[config.mk]
export PLATFORM = sky130hd
export DESIGN_NAME = frog_game_ctrl_flat
export DESIGN_NICKNAME = d
export VERILOG_FILES = /design/src/rtl/frog_game_pkg.sv /design/src/rtl/frog_game_ctrl_if.sv /design/src/rtl/frog_game_ctrl_btn_sync_edge.sv /design/src/rtl/frog_game_ctrl.sv /design/src/flat_wrapper.sv
export SDC_FILE = /design/constraint.sdc
export NUM_CORES = 1
export LEC_CHECK = 0
export ABC_AREA = 1
export BUFFER_PORTS_ARGS = -buffer_cell sky130_fd_sc_hd__buf_2
export CAP_MARGIN = 10
export CELL_PAD_IN_SITES_DETAIL_PLACEMENT = 1
export CELL_PAD_IN_SITES_GLOBAL_PLACEMENT = 1
export CORE_MARGIN = 2
export CORE_UTILIZATION = 41
export DETAILED_ROUTE_END_ITERATION = 6
export PLACE_DENSITY_LB_ADDON = 0.1
export SYNTH_ARGS = -nofsm -noshare
export SYNTH_HDL_FRONTEND = slang
export SYNTH_SLANG_ARGS = --single-unit
[constraint.sdc]
create_clock -name i_clk -period 3.8 [get_ports i_clk]
set_input_delay 0.38 -clock i_clk [delete_from_list [all_inputs] [get_ports i_clk]]
set_output_delay 0.38 -clock i_clk [all_outputs]
set_load 0.05 [all_outputs]
[src/rtl/frog_game_pkg.sv]
// Shared state codes and default tuning constants for the frog game flow.
package frog_game_pkg;

   localparam logic [2:0] ST_CODE_ATTRACT = 3'd0;
   localparam logic [2:0] ST_CODE_PLAY    = 3'd1;
   localparam logic [2:0] ST_CODE_DYING   = 3'd2;
   localparam logic [2:0] ST_CODE_GOAL    = 3'd3;
   localparam logic [2:0] ST_CODE_OVER    = 3'd4;

   typedef enum logic [2:0] {
      ST_ATTRACT = ST_CODE_ATTRACT,
      ST_PLAY    = ST_CODE_PLAY,
      ST_DYING   = ST_CODE_DYING,
      ST_GOAL    = ST_CODE_GOAL,
      ST_OVER    = ST_CODE_OVER
   } game_state_t;

   localparam int DEF_LIVES        = 3;
   localparam int DEF_DEATH_FRAMES = 60;
   localparam int DEF_WIN_FRAMES   = 30;
   localparam int DEF_WIN_Y        = 20;

endpackage

[src/rtl/frog_game_ctrl_if.sv]
// Signal bundle between the game-flow sequencer and the rest of the frog game.
interface frog_game_ctrl_if #(
   parameter int LIVES_W = 2,
   parameter int SCORE_W = 8
);
   logic               i_ani_stb;
   logic               i_start_btn;
   logic               i_collide;
   logic [11:0]        i_frog_y1;
   logic               o_frog_animate;
   logic               o_dead;
   logic               o_obst_animate;
   logic               o_flash;
   logic [LIVES_W-1:0] o_lives;
   logic [SCORE_W-1:0] o_score;
   logic [2:0]         o_state;
   logic               o_game_over;

   modport master (
      input  i_ani_stb, i_start_btn, i_collide, i_frog_y1,
      output o_frog_animate, o_dead, o_obst_animate, o_flash,
             o_lives, o_score, o_state, o_game_over
   );

   modport slave (
      output i_ani_stb, i_start_btn, i_collide, i_frog_y1,
      input  o_frog_animate, o_dead, o_obst_animate, o_flash,
             o_lives, o_score, o_state, o_game_over
   );
endinterface

[src/rtl/frog_game_ctrl_btn_sync_edge.sv]
// Two-flop synchroniser for an asynchronous button followed by a rising-edge
// detector; a held button yields a single one-cycle pulse.
module btn_sync_edge (
   input  logic i_clk,
   input  logic i_rst_n,
   input  logic i_btn,
   output logic o_pulse
);
   logic [1:0] sync_q;
   logic       prev_q;

   always_ff @(posedge i_clk or negedge i_rst_n) begin
      if (!i_rst_n) begin
         sync_q <= 2'b00;
         prev_q <= 1'b0;
      end else begin
         sync_q <= {sync_q[0], i_btn};
         prev_q <= sync_q[1];
      end
   end

   assign o_pulse = sync_q[1] & ~prev_q;
endmodule

[src/rtl/frog_game_ctrl.sv]
// Game-flow sequencer: attract/play/dying/goal/over, lives, score and hold
// timers, with registered decode of the frog and obstacle control signals.
module frog_game_ctrl
   import frog_game_pkg::*;
#(
   parameter int LIVES        = DEF_LIVES,
   parameter int LIVES_W      = 2,
   parameter int SCORE_W      = 8,
   parameter int TIMER_W      = 8,
   parameter int DEATH_FRAMES = DEF_DEATH_FRAMES,
   parameter int WIN_FRAMES   = DEF_WIN_FRAMES,
   parameter int WIN_Y        = DEF_WIN_Y
) (
   input  logic                 i_clk,
   input  logic                 i_rst_n,
   frog_game_ctrl_if.master     bus
);
   localparam logic [LIVES_W-1:0] LIVES_INIT = LIVES_W'(LIVES);
   localparam logic [TIMER_W-1:0] DEATH_INIT = TIMER_W'(DEATH_FRAMES - 1);
   localparam logic [TIMER_W-1:0] WIN_INIT   = TIMER_W'(WIN_FRAMES - 1);
   localparam logic [11:0]        WIN_ROW    = 12'(WIN_Y);

   game_state_t        state_q, state_d;
   logic [LIVES_W-1:0] lives_q, lives_d;
   logic [SCORE_W-1:0] score_q, score_d;
   logic [TIMER_W-1:0] timer_q, timer_d;
   logic               frog_anim_q, dead_q, obst_anim_q, flash_q, over_q;
   logic               start_pulse;

   btn_sync_edge u_start_sync (
      .i_clk   (i_clk),
      .i_rst_n (i_rst_n),
      .i_btn   (bus.i_start_btn),
      .o_pulse (start_pulse)
   );

   // Game events only advance on animation strobes; only start works off-strobe.
   always_comb begin
      state_d = state_q;
      lives_d = lives_q;
      score_d = score_q;
      timer_d = timer_q;
      unique case (state_q)
         ST_ATTRACT, ST_OVER: begin
            if (start_pulse) begin
               state_d = ST_PLAY;
               lives_d = LIVES_INIT;
               score_d = '0;
            end
         end
         ST_PLAY: begin
            if (bus.i_ani_stb) begin
               if (bus.i_collide) begin
                  state_d = ST_DYING;
                  lives_d = (lives_q == '0) ? '0 : lives_q - LIVES_W'(1);
                  timer_d = DEATH_INIT;
               end else if (bus.i_frog_y1 <= WIN_ROW) begin
                  state_d = ST_GOAL;
                  score_d = (&score_q) ? score_q : score_q + SCORE_W'(1);
                  timer_d = WIN_INIT;
               end
            end
         end
         ST_DYING: begin
            if (bus.i_ani_stb) begin
               if (timer_q == '0) state_d = (lives_q == '0) ? ST_OVER : ST_PLAY;
               else               timer_d = timer_q - TIMER_W'(1);
            end
         end
         ST_GOAL: begin
            if (bus.i_ani_stb) begin
               if (timer_q == '0) state_d = ST_PLAY;
               else               timer_d = timer_q - TIMER_W'(1);
            end
         end
         default: state_d = ST_ATTRACT;
      endcase
   end

   // Outputs are decoded from next-state so they line up with the state register.
   always_ff @(posedge i_clk or negedge i_rst_n) begin
      if (!i_rst_n) begin
         state_q     <= ST_ATTRACT;
         lives_q     <= LIVES_INIT;
         score_q     <= '0;
         timer_q     <= '0;
         frog_anim_q <= 1'b1;
         dead_q      <= 1'b1;
         obst_anim_q <= 1'b1;
         flash_q     <= 1'b0;
         over_q      <= 1'b0;
      end else begin
         state_q     <= state_d;
         lives_q     <= lives_d;
         score_q     <= score_d;
         timer_q     <= timer_d;
         frog_anim_q <= (state_d != ST_OVER);
         dead_q      <= (state_d != ST_PLAY);
         obst_anim_q <= (state_d != ST_OVER);
         flash_q     <= (state_d == ST_DYING) & timer_d[3];
         over_q      <= (state_d == ST_OVER);
      end
   end

   assign bus.o_frog_animate = frog_anim_q;
   assign bus.o_dead         = dead_q;
   assign bus.o_obst_animate = obst_anim_q;
   assign bus.o_flash        = flash_q;
   assign bus.o_lives        = lives_q;
   assign bus.o_score        = score_q;
   assign bus.o_state        = state_q;
   assign bus.o_game_over    = over_q;
endmodule

[src/flat_wrapper.sv]
// flat-port wrapper written by rule: the top's interface ports become plain ports
module frog_game_ctrl_flat import frog_game_pkg::*;
#(
   parameter int LIVES        = DEF_LIVES,
   parameter int LIVES_W      = 2,
   parameter int SCORE_W      = 8,
   parameter int TIMER_W      = 8,
   parameter int DEATH_FRAMES = DEF_DEATH_FRAMES,
   parameter int WIN_FRAMES   = DEF_WIN_FRAMES,
   parameter int WIN_Y        = DEF_WIN_Y
)
  (i_clk, i_rst_n, bus_i_ani_stb, bus_i_start_btn, bus_i_collide, bus_i_frog_y1, bus_o_frog_animate, bus_o_dead, bus_o_obst_animate, bus_o_flash, bus_o_lives, bus_o_score, bus_o_state, bus_o_game_over);
  frog_game_ctrl_if #(.LIVES_W(LIVES_W), .SCORE_W(SCORE_W)) bus_i ();
  input  logic i_clk;
  input  logic i_rst_n;
  input wire logic [$bits(bus_i.i_ani_stb)-1:0] bus_i_ani_stb;
  input wire logic [$bits(bus_i.i_start_btn)-1:0] bus_i_start_btn;
  input wire logic [$bits(bus_i.i_collide)-1:0] bus_i_collide;
  input wire logic [$bits(bus_i.i_frog_y1)-1:0] bus_i_frog_y1;
  output wire logic [$bits(bus_i.o_frog_animate)-1:0] bus_o_frog_animate;
  output wire logic [$bits(bus_i.o_dead)-1:0] bus_o_dead;
  output wire logic [$bits(bus_i.o_obst_animate)-1:0] bus_o_obst_animate;
  output wire logic [$bits(bus_i.o_flash)-1:0] bus_o_flash;
  output wire logic [$bits(bus_i.o_lives)-1:0] bus_o_lives;
  output wire logic [$bits(bus_i.o_score)-1:0] bus_o_score;
  output wire logic [$bits(bus_i.o_state)-1:0] bus_o_state;
  output wire logic [$bits(bus_i.o_game_over)-1:0] bus_o_game_over;
  assign bus_i.i_ani_stb = bus_i_ani_stb;
  assign bus_i.i_start_btn = bus_i_start_btn;
  assign bus_i.i_collide = bus_i_collide;
  assign bus_i.i_frog_y1 = bus_i_frog_y1;
  assign bus_o_frog_animate = bus_i.o_frog_animate;
  assign bus_o_dead = bus_i.o_dead;
  assign bus_o_obst_animate = bus_i.o_obst_animate;
  assign bus_o_flash = bus_i.o_flash;
  assign bus_o_lives = bus_i.o_lives;
  assign bus_o_score = bus_i.o_score;
  assign bus_o_state = bus_i.o_state;
  assign bus_o_game_over = bus_i.o_game_over;
  frog_game_ctrl #(.LIVES(LIVES), .LIVES_W(LIVES_W), .SCORE_W(SCORE_W), .TIMER_W(TIMER_W), .DEATH_FRAMES(DEATH_FRAMES), .WIN_FRAMES(WIN_FRAMES), .WIN_Y(WIN_Y)) u_core (.i_clk(i_clk), .i_rst_n(i_rst_n), .bus(bus_i));
endmodule
## Yosys cells after proc, flatten, opt, wreduce, memory -nomap -nowiden

Index checks and enable logic that the tools add are counted.

| storage, ports and cells | value |
|---|---|
| bits of input ports | 17 |
| output and inout port bits | 18 |
| bits in registers | 28 |

| cells by class | value |
|---|---|
| reduce and logical (&&, ||, !) cells | 11 |
| bitwise logic cells | 3 |
| $lt $le $gt $ge | 1 |
| equality and inequality tests | 17 |
| muxes and demuxes | 27 |
| add/sub/neg operators | 3 |

Operators by type and width:

| operator | number |
|---|---|
| 8-bit 2-to-1 mux | 10 |
| 8-bit one-hot mux with 2 select lines | 2 |
| 3-bit 2-to-1 mux | 9 |
| 12-bit by 5-bit less-or-equal comparator with 1-bit output (second input constant) | 1 |
| 3-bit one-hot mux with 4 select lines | 1 |
| 2-bit inequality test (second input constant) | 5 |
| 3-bit by 2-bit == test with 1-bit output (second input constant) | 3 |
| 8-bit by 1-bit adder with 8-bit output (second input constant) | 1 |
| 8-bit zero test | 1 |
| 2-bit 2-to-1 mux | 4 |
| 8-bit AND reduction | 1 |
| 8-bit by 1-bit subtractor with 8-bit output (second input constant) | 1 |
| 3-bit == test (second input constant) | 2 |
| 2-bit by 1-bit inequality test with 1-bit output (second input constant) | 3 |
| 6-bit AND reduction | 1 |
| 5-bit AND reduction | 1 |
| 2-bit one-hot mux with 2 select lines | 1 |
| 4-bit AND reduction | 1 |
| 2-bit nonzero test | 2 |
| 2-bit OR reduction | 2 |
| 3-bit by 1-bit == test with 1-bit output (second input constant) | 1 |
| 3-bit zero test | 1 |
| 3-bit by 1-bit inequality test with 1-bit output (second input constant) | 1 |
| 3-bit by 2-bit inequality test with 1-bit output (second input constant) | 1 |
| other kinds (5) | 6 |

## Logic depth before layout (Yosys ltp)

Gate-level depths: netlist of the first run.

| logic depth | value |
|---|---|
| word-level depth | 7 |
| depth in mapped cells | 11 |

## Cells and area by module

From an unflattened synthesis of the first run, not the netlist that was laid out.

| unflattened totals | value |
|---|---|
| cell total of the unflattened synthesis | 250 |
| area total of the unflattened synthesis | 1,720.4 sq um |

Modules (own cells, without submodules):

| module | seq. area each (sq um) | area each (sq um) | instances | cells an instance |
|---|---|---|---|---|
| frog_game_ctrl | 630.6 | 1,635.3 | 1 | 245 |
| btn_sync_edge | 75.1 | 85.1 | 1 | 5 |

## Worst setup path before layout of the first run

Ideal clock, no wire load.

| timing path | value |
|---|---|
| path type | register to register |
| from | register u_core.score_q[0] (netlist: u_core.bus.o_score[0]) |
| to | register u_core.score_q[0] (netlist: u_core.bus.o_score[0]) |
| period minus slack after synthesis | 1.702 ns |
| path slack | 2.098 ns |
| stages on the path, launching flop included | 9 |
| required time | 3.719 ns |
| path buffers | 1 |
| arrival | 1.621 ns |
| path through | dfrtp_1 > ha_1 > nand2_1 > nor2_2 > nand3_1 > nand3_2 > buf_6 > nand3_1 > o21ai_1 |

| between the ends | value |
|---|---|
| longest elaborated chain between the ends | 6 |
| elaborated cells between the ends (all ways) | 9 |
| classes of those cells | 1 x add/sub; 1 x eq/ne; 5 x mux; 2 x reduce/logical |

Ends and longest elaborated chain:

| element | line | source |
|---|---|---|
| from (decl) | frog_game_ctrl.sv:25 | `logic [SCORE_W-1:0] score_q, score_d;` |
| from (signal assigned) | frog_game_ctrl.sv:95 | `score_q <= score_d;` |
| 8-bit by 1-bit adder with 8-bit output | frog_game_ctrl.sv:59 | `score_d = (&score_q) ? score_q : score_q + SCORE_W'(1);` |
| 8-bit 2-to-1 mux | frog_game_ctrl.sv:59 |  |
| 8-bit 2-to-1 mux | frog_game_ctrl.sv:57 | `end else if (bus.i_frog_y1 <= WIN_ROW) begin` |
| 8-bit 2-to-1 mux | frog_game_ctrl.sv:53 | `if (bus.i_collide) begin` |
| 8-bit 2-to-1 mux | frog_game_ctrl.sv:52 | `if (bus.i_ani_stb) begin` |
| 8-bit one-hot mux with 2 select lines | frog_game_ctrl.sv:43 | `unique case (state_q)` |

Parallel ways exist; a longest one is shown, timed or not. The select of a mux whose other input is x is not followed.
A chain may end at the register's enable or synchronous reset.

## Final worst setup path of the first run

| timing path | value |
|---|---|
| from | register u_core.state_q[2] (netlist: u_core.bus.o_state[2]) |
| to | register u_core.score_q[2] (netlist: u_core.bus.o_score[2]) |

| between the ends | value |
|---|---|
| longest elaborated chain between the ends | 4 |
| elaborated cells between the ends (all ways) | 12 |
| classes of those cells | 7 x eq/ne; 1 x mux; 4 x reduce/logical |

Ends and longest elaborated chain:

| element | line | source |
|---|---|---|
| from (decl) | frog_game_ctrl.sv:23 | `game_state_t state_q, state_d;` |
| from (signal assigned) | frog_game_ctrl.sv:93 | `state_q <= state_d;` |
| 3-bit == test or 3-bit zero test (tied branches) | frog_game_ctrl.sv:43 |  |
| 2-bit OR reduction | frog_game_ctrl.sv:43 |  |
| 2-bit by 1-bit inequality test with 1-bit output (no source line) or 2-bit nonzero test (tied branches) | -- |  |
| 6-bit AND reduction (no source line) | -- |  |

Parallel ways exist; a longest one is shown, timed or not.

==> flow_summary.json, run 1 <==
{
  "n_antenna_cell": 0,
  "ys_types": 30,
  "io_buffers": 34,
  "rr_startpoint": "u_core.bus.o_state[2]",
  "ys_seq_area_frac": 0.436,
  "worstSetupPathType": "reg -> reg",
  "leakage_nw": 1.03,
  "setup_viol": 0,
  "cts_resized": 0,
  "yosysTopAreaCell": "dfrtp_1",
  "cts-root-buf": "clkbuf_8",
  "vias_per_cell": 4.95,
  "yosysWarnings": 0,
  "synth.top_cell.area_share": 0.371,
  "tns_ns": 0,
  "gr-usage-all-layers": 0.198,
  "skew_ns": 0.00343,
  "status": "finished clean",
  "yosys.cell_count.top_type": "nand2_1",
  "gp_congestion": 0.788,
  "final_nets": 272,
  "avgSynthCellArea_um2": 7.39,
  "dieArea_mm2": 0.00446,
  "cts_made_buffers": 3,
  "synth_common_cells": "nand2_1 (61), nor2_1 (36), inv_1 (26)",
  "cp_max_fo": 12,
  "ant_nets": 0,
  "syn_nets": 238,
  "clkLatencyLatePin_ns": 0.28,
  "end_kind": "register",
  "antenna_found_initial": 0,
  "grt_pass1_wl_um": 6760,
  "die_x_um": 66.8,
  "synthArstFlopShare": 1.00,
  "grt-ovfl-total": 0,
  "timing_hold_violations_final": 0,
  "cts.clk_slew.worst_paths_ns": 0.11,
  "rsz0062_at_grt": "no",
  "cts.sinks": 28,
  "drv_slew": 0,
  "cap_violations": 0,
  "wl_per_cell_um": 12.8,
  "grt_pass1_vias": 1511,
  "r2r_setup_slack_ns": 2.05,
  "cts_hold_buffers": 0,
  "drc": 0,
  "synthCells": 219,
  "htree_levels": 1,
  "area_growth_pct": 16.1,
  "tightest_slew_ns": 0.639,
  "cts_tree": "done",
  "start_util": 0.435,
  "fin_crit_ns": 1.75,
  "cp-start-kind": "register",
  "dr.first_iter.drc_count": 72,
  "fmax_ghz": 0.572,
  "synthTopCellsByArea": "dfrtp_1 (37%), nand2_1 (14%), nor2_1 (8.4%)",
  "cts_setup_buffers": 0,
  "synth-edff-count": 0,
  "dp_hpwl_um": 2970,
  "wirelength_um": 3840,
  "core_mm2": 0.00372,
  "reg2reg_to": "u_core.bus.o_score[2]",
  "timing.slew.headroom": 0.574,
  "layout-drive-gt1-share": 0.214,
  "power_density_mw_per_mm2": 606,
  "critPathArrivalTime_ns": 1.97,
  "synthesis.area_mm2": 0.00162,
  "reg2regPathDepth": 7,
  "min_path_type": "in -> async",
  "synth_ff_type": "dfrtp_1",
  "num_io_pins": 35,
  "grt_max_degree": 29,
  "cts_max_path_buffers": 2,
  "peakVddDrop_uv": 212,
  "crit_required_ns": 4.02,
  "num_vias": 1486,
  "die_y_um": 66.8,
  "num_rows": 22,
  "firstDrtPassIters": 4,
  "ys_seq_elements": 28,
  "fillCellCount": 498,
  "finalCritPeriodShare": 0.460,
  "hold-worst-slack_ns": 0.103
}
==> metal layers <==
metal	GRT usage	vias to the layer above	wire [um]
met1	0.272	708	1840
met2	0.338	26	1850
met4	0.0383	0	34
met3	0.0203	4	128
met5	0	-	0
li1	-	748	-
==> logic make-up after synthesis <==
group / count (synthesis) / share of synthesized area
adder cells (fa/ha/maj): 2 / 0.0155
AND/OR/NAND/NOR: 134 / 0.358
XOR/XNOR: 8 / 0.0433
flip-flops: 28 / 0.436
AO/OA/AOI/OAI: 14 / 0.0549
buffers and inverters: 33 / 0.0920
==> sequential cells by signal, indices dropped and copies added (netlist names) <==
register and cells:
u_core.u_start_sync.sync_q 2, u_core.bus.o_lives 2, u_core.timer_q 8, u_core.bus.o_dead 1, u_core.bus.o_score 8, u_core.bus.o_state 3, u_core.bus.o_game_over 1, u_core.bus.o_flash 1
u_core.bus.o_frog_animate 1, u_core.u_start_sync.prev_q 1
==> where the power goes <==
group          internal [mW]  switching [mW]
Combinational          0.135           0.331
Clock                  0.141           0.105
Sequential             0.371          0.0543
==> worst max path at each step <==
| stage | from | end | cells after the start |
|---|---|---|---|
| 2_1_floorplan | u_core.bus.o_score[0] | u_core.bus.o_score[0] | 8 |
| 3_3_place_gp | bus_i_ani_stb | u_core.bus.o_score[5] | 11 |
| 3_5_place_dp | u_core.bus.o_state[2] | u_core.bus.o_score[2] | 7 |
| 4_1_cts | u_core.bus.o_state[2] | u_core.bus.o_score[2] | 7 |
| 5_1_grt | u_core.bus.o_state[2] | u_core.bus.o_score[2] | 7 |
| 6_report | u_core.bus.o_state[2] | u_core.bus.o_score[2] | 7 |
==> metrics by stage <==
| stage | std cells | area, um2 | worst slack, ns | util | power (mW) |
|---|---|---|---|---|---|
| floorplan | 219 | 1620 | 2.10 | - | 0.787 |
| global placement | 296 | 1810 | 2.15 | 0.486 | 0.889 |
| detailed placement | 296 | 1810 | 2.06 | 0.486 | 0.900 |
| CTS | 300 | 1880 | 2.03 | 0.505 | 1.15 |
| global route | 300 | 1880 | 1.84 | 0.505 | 1.23 |
| finish | 300 | 1880 | 2.05 | 0.505 | 1.14 |
==> final cells by class <==
| class | instances | area, um2 | share of cell area |
|---|---|---|---|
| Multi-Input combinational cell | 158 | 763 | 0.406 |
| Sequential cell | 28 | 706 | 0.376 |
| Timing Repair Buffer | 34 | 170 | 0.0906 |
| Inverter | 28 | 108 | 0.0573 |
| Tap cell | 48 | 60.1 | 0.0320 |
| Clock buffer | 3 | 41.3 | 0.0220 |
| Clock inverter | 1 | 30.0 | 0.0160 |
==> cell usage in the layout, fill, tap and decap left out, types with 4 or more instances in the layout <==
master and count:
a21oi_1 4, buf_2 34, nand2_1 61, nand3_1 21, nor2_2 4, inv_1 26
dfrtp_1 24, dfstp_2 4, nor2_1 36, xor2_1 6
==> worst max-delay path, cell delays in order, from the launching register on <==
cell and delay, ns:
dfrtp_1 0.48, nor2_1 0.13, nand2_1 0.24, nor2_1 0.21
nand3_2 0.22, nand2_1 0.24, nand2_1 0.10, nand2_1 0.08
Power figures use the tool's default switching activity.
==> inputs of run 2 (changes only) <==
--- a/config.mk
+++ b/config.mk
@@ -11,7 +11,7 @@
 export CELL_PAD_IN_SITES_DETAIL_PLACEMENT = 1
 export CELL_PAD_IN_SITES_GLOBAL_PLACEMENT = 1
 export CORE_MARGIN = 2
-export CORE_UTILIZATION = 41
+export CORE_UTILIZATION = 35
 export DETAILED_ROUTE_END_ITERATION = 6
 export PLACE_DENSITY_LB_ADDON = 0.1
 export SYNTH_ARGS = -nofsm -noshare
==> constraint.sdc (replaced) <==
create_clock -name i_clk -period 1.6 [get_ports i_clk]
set_input_delay 0.16 -clock i_clk [delete_from_list [all_inputs] [get_ports i_clk]]
set_output_delay 0.16 -clock i_clk [all_outputs]
set_load 0.05 [all_outputs]
==> flow_summary.json, run 2 (synthesis gave the netlist of run 1 again) <==
{
  "gr-usage-all-layers": 0.164,
  "crit_top_cell": "nand2_1",
  "die_y_um": 72.0,
  "worstSetupPathType": "reg -> reg",
  "dr.first_iter.drc_count": 45,
  "cts.clk_slew.worst_paths_ns": 0.10,
  "final_util": 0.459,
  "final_nets": 289,
  "worst-path-buf-inv": 1,
  "finalCritPeriodShare": 0.916,
  "final_cell_area_mm2": 0.00203,
  "tightest_slew_ns": 0.654,
  "area_growth_pct": 25.4,
  "critPathArrivalTime_ns": 1.64,
  "layout_commonest_cell": "nand2_1",
  "crit_required_ns": 1.77,
  "grt-ovfl-total": 0,
  "leakage_nw": 1.10,
  "drv_slew": 0,
  "num_vias": 1541,
  "fmax_ghz": 0.682,
  "min_path_type": "in -> reg",
  "slowest_stage": "dfrtp_1",
  "hold_path_depth": 4,
  "ant_nets": 0,
  "intPower_mw": 1.63,
  "fin_crit_ns": 1.47,
  "pre_cts_ws_ns": 0.0806,
  "die_x_um": 72.0,
  "mostFrequentLayoutCells": "nand2_1 (60), nor2_1 (34), buf_2 (34), inv_1 (26), dfrtp_1 (22)",
  "dieArea_mm2": 0.00518,
  "wirelength_um": 4200,
  "switchingPower_mw": 1.20,
  "htree_levels": 1,
  "cp.depth": 8,
  "drc": 0,
  "total_power_mw": 2.83,
  "grt_pass1_wl_um": 6820,
  "tns_ns": 0,
  "cp-start-kind": "register",
  "dp_hpwl_um": 3200,
  "cpPeakStageDelay_ns": 0.46,
  "gp_congestion": 0.788,
  "antenna_found_initial": 0,
  "firstDrtPassIters": 4,
  "fillCellCount": 575,
  "core_mm2": 0.00441,
  "cap_violations": 0,
  "reg2regPathDepth": 8,
  "end_kind": "register",
  "power_density_mw_per_mm2": 1390,
  "cts_max_path_buffers": 2,
  "worstPathCellList": "nor2_2, nand2_1, nor2_4, nor2_1, nand2_1, inv_1, a21oi_1, nand2_1",
  "layout-drive-gt1-share": 0.279,
  "combPwrFrac": 0.441,
  "timing.slew.headroom": 0.564,
  "skew_ns": 0.00169,
  "num_rows": 24,
  "setup_ws_ns": 0.134,
  "cts_made_buffers": 3,
  "peakVddDrop_uv": 561,
  "start_util": 0.366,
  "status": "finished clean",
  "vias_per_cell": 4.80,
  "rsz0062_at_grt": "no",
  "clockPowerShare": 0.201,
  "num_io_pins": 35,
  "cp_max_fo": 7,
  "grt_pass1_vias": 1514,
  "grt_max_degree": 29,
  "cts.sinks": 28,
  "n_antenna_cell": 0,
  "critPathTopFamily": "simple AND/OR/NAND/NOR gates",
  "dpl-instance-area_mm2": 0.00190,
  "setup_viol": 0,
  "timing_hold_violations_final": 0,
  "pwr-share-seq": 0.357,
  "cts-root-buf": "clkbuf_8",
  "cts_tree": "done",
  "clkLatencyLatePin_ns": 0.28,
  "io_buffers": 34,
  "wl_per_cell_um": 13.1,
  "sw_frac_of_total": 0.425
}
-- run 2: changes by cell type in the layout (fill, tap and decap cells not counted), moves of 2 or more --
| cell | delta |
|---|---|
| buf_4 | +15 |
| dfrtp_1 | -2 |
| dfrtp_2 | +2 |
| dlygate4sd3_1 | +2 |
| nor2_1 | -2 |
| nor2_2 | +2 |
-- run 2: metal layers --
layer	part of all wire	vias to the layer above	global-route usage
met5	0	-	0
met4	0.0041	0	0.0419
met3	0.036	2	0.0208
met2	0.46	29	0.271
met1	0.50	730	0.229
li1	-	780	-
-- run 2: what timing repair did --
action                                  CTS  global route
endpoints found under the hold margin    25             0
hold buffers                              2             0
setup buffers                             0             3
resized for setup                         0             4
endpoints found under the setup margin    0             9
-- run 2: power by group through the flow --
stage               Combinational, mW  Clock (mW)  Sequential [mW]
global placement                 1.20           0             1.01
detailed placement               1.22           0             1.02
CTS                              1.23       0.580             1.01
finish                           1.25       0.569             1.01
global route                     1.39       0.600             1.03
floorplan                       0.634           0             1.23
-- run 2: path summary, 6_finish.rpt --
| check | to | start | slack, ns |
|---|---|---|---|
| max | u_core.timer_q[5] | u_core.timer_q[4] | 0.13 |
| min | u_core.timer_q[2] | bus_i_frog_y1[5] | 0.20 |
| max reg2reg | u_core.timer_q[5] | u_core.timer_q[4] | 0.13 |
| min reg2reg | u_core.u_start_sync.sync_q[1] | u_core.u_start_sync.sync_q[0] | 0.36 |
| max in group asynchronous | u_core.bus.o_score[1] | i_rst_n | 0.71 |
| min in group asynchronous | u_core.timer_q[3] | i_rst_n | 0.44 |
-- run 2: area by class of cell --
class                      instances  area (um2)  area share
clock buffer                       3        41.3      0.0204
inverter                          28         108      0.0531
multi-input combinational        158         773       0.381
sequential                        28         708       0.349
timing repair buffer              51         303       0.149
clock inverter                     1        30.0      0.0148
tap                               52        65.1      0.0321
-- run 2: through the flow --
| stage | hold slack, ns | instances |
|---|---|---|
| 2_1_floorplan | -0.136 | 219 |
| 5_1_grt | 0.227 | 321 |
| 6_report | 0.199 | 321 |
| 4_1_cts | 0.201 | 318 |
| 3_5_place_dp | 0.235 | 312 |
| 3_3_place_gp | 0.233 | 312 |
-- run 2: worst min-delay path, delay by kind of cell --
| family | cells | cell delay (ns) |
|---|---|---|
| buf+inv | 1 | 0.09 |
| simple gates | 3 | 0.19 |
==> inputs of run 3 (changes only) <==
--- a/config.mk
+++ b/config.mk
@@ -11,7 +11,7 @@
 export CELL_PAD_IN_SITES_DETAIL_PLACEMENT = 1
 export CELL_PAD_IN_SITES_GLOBAL_PLACEMENT = 1
 export CORE_MARGIN = 2
-export CORE_UTILIZATION = 35
+export CORE_UTILIZATION = 32
 export DETAILED_ROUTE_END_ITERATION = 6
 export PLACE_DENSITY_LB_ADDON = 0.1
 export SYNTH_ARGS = -nofsm -noshare
==> flow_summary.json, run 3 (synthesis gave the netlist of run 1 again) <==
{
  "worst-path-buf-inv": 1,
  "total_power_mw": 2.80,
  "cts.clk_slew.worst_paths_ns": 0.10,
  "start_util": 0.338,
  "cts_max_path_buffers": 2,
  "grt_pass1_wl_um": 6890,
  "cp-start-kind": "register",
  "cp_max_fo": 6,
  "multiInputGateArea_um2": 786,
  "fin_crit_ns": 1.48,
  "cts.sinks": 28,
  "die_y_um": 75.1,
  "ant_nets": 0,
  "timing.slew.headroom": 0.579,
  "status": "finished clean",
  "cpPeakStageDelay_ns": 0.45,
  "cts-root-buf": "clkbuf_8",
  "grt_pass1_vias": 1558,
  "fmax_ghz": 0.677,
  "cts_made_buffers": 3,
  "seq_area_um2": 708,
  "setup_ws_ns": 0.122,
  "vias_per_cell": 4.60,
  "finalCritPeriodShare": 0.924,
  "timing_hold_violations_final": 0,
  "num_rows": 25,
  "tns_ns": 0,
  "antenna_found_initial": 0,
  "wl_met2_um": 2010,
  "drv_slew": 0,
  "leakage_nw": 1.09,
  "rsz0062_at_grt": "no",
  "io_buffers": 34,
  "slowest_stage": "dfrtp_2",
  "setup_viol": 0,
  "final_nets": 286,
  "cap_violations": 0,
  "mostFrequentLayoutCells": "nand2_1 (60), nor2_1 (35), buf_2 (34), inv_1 (25), dfrtp_1 (22)",
  "htree_levels": 1,
  "clkLatencyLatePin_ns": 0.27,
  "layout_commonest_cell": "nand2_1",
  "met3WireLength_um": 130,
  "critPathTopFamily": "simple AND/OR/NAND/NOR gates",
  "critPathArrivalTime_ns": 1.65,
  "dr.first_iter.drc_count": 36,
  "grt-ovfl-total": 0,
  "die_x_um": 75.1,
  "wl_per_cell_um": 12.1,
  "dp_hpwl_um": 3170,
  "peakVddDrop_uv": 732,
  "drc": 0,
  "final_util": 0.426,
  "fillCellCount": 610,
  "n_antenna_cell": 0,
  "gp_congestion": 0.777,
  "end_kind": "register",
  "wl_met1_um": 1830,
  "top_layer_used": "met4",
  "core_mm2": 0.00479,
  "crit_top_cell": "nand3_1",
  "tightest_slew_ns": 0.632,
  "worstPathCellList": "ha_1, nand2_1, nor2_2, nand3_1, nand3_2, buf_4, nand3_1, o21ai_1",
  "cts_tree": "done",
  "pre_cts_ws_ns": 0.0796,
  "num_vias": 1531,
  "gr-usage-all-layers": 0.159,
  "num_io_pins": 35,
  "area_growth_pct": 25.9,
  "firstDrtPassIters": 4,
  "worstSetupPathType": "reg -> reg",
  "skew_ns": 0.00171,
  "dieArea_mm2": 0.00564,
  "grt_max_degree": 29,
  "wirelength_um": 4010,
  "layout-drive-gt1-share": 0.278,
  "power_density_mw_per_mm2": 1370,
  "crit_required_ns": 1.77,
  "min_path_type": "in -> reg"
}
## run 3: worst reg2reg max path: stages (launching register included)
cell and delay, ns:
dfrtp_2 0.45, ha_1 0.22, nand2_1 0.10, nor2_2 0.06, nand3_1 0.08, nand3_2 0.16
buf_4 0.19, nand3_1 0.06, o21ai_1 0.06
## run 3: layout make-up
cell class,instances,area share
clock buffers,3,0.0203
clock inverters,1,0.0147
well taps,67,0.0412
multi-input cells,158,0.386
inverters,28,0.0528
repair buffers,48,0.138
flip-flops and latches,28,0.348
## run 3: routing by layer
| layer | vias to the layer above | track usage |
|---|---|---|
| met5 | - | 0 |
| met2 | 21 | 0.283 |
| met1 | 729 | 0.200 |
| met4 | 0 | 0.0317 |
| li1 | 775 | - |
| met3 | 6 | 0.0308 |
## run 3: final timing paths
check,startpoint,to,slack (ns),cells past startpoint
setup reg to reg,u_core.bus.o_score[0],u_core.bus.o_score[1],0.12,8
hold reg to reg,u_core.u_start_sync.sync_q[0],u_core.u_start_sync.sync_q[1],0.36,0
setup / recovery,u_core.bus.o_score[0],u_core.bus.o_score[1],0.12,8
hold / removal,bus_i_ani_stb,u_core.timer_q[7],0.24,3
min in group asynchronous,i_rst_n,u_core.timer_q[2],0.43,2
max in group asynchronous,i_rst_n,u_core.bus.o_score[1],0.72,2
## run 3: stage by stage
stage,hold slack (ns),instances,area [um2]
finish,0.243,333,2040
global route,0.255,333,2040
CTS,0.231,332,2010
detailed placement,0.227,326,1920
global placement,0.224,326,1920
floorplan,-0.136,219,1620
## run 3: report_power, final
part           internal [mW]  switching (mW)
Clock                  0.335           0.223
Combinational          0.406           0.831
Sequential             0.883           0.123
Total                   1.62            1.18
## run 3: timing repair
item                       4_1_cts  5_1_grt
setup buffers                    0        1
setup endpoints to repair        0       14
gates resized for setup          0        7
hold buffers                     2        0
hold endpoints to repair        25        0
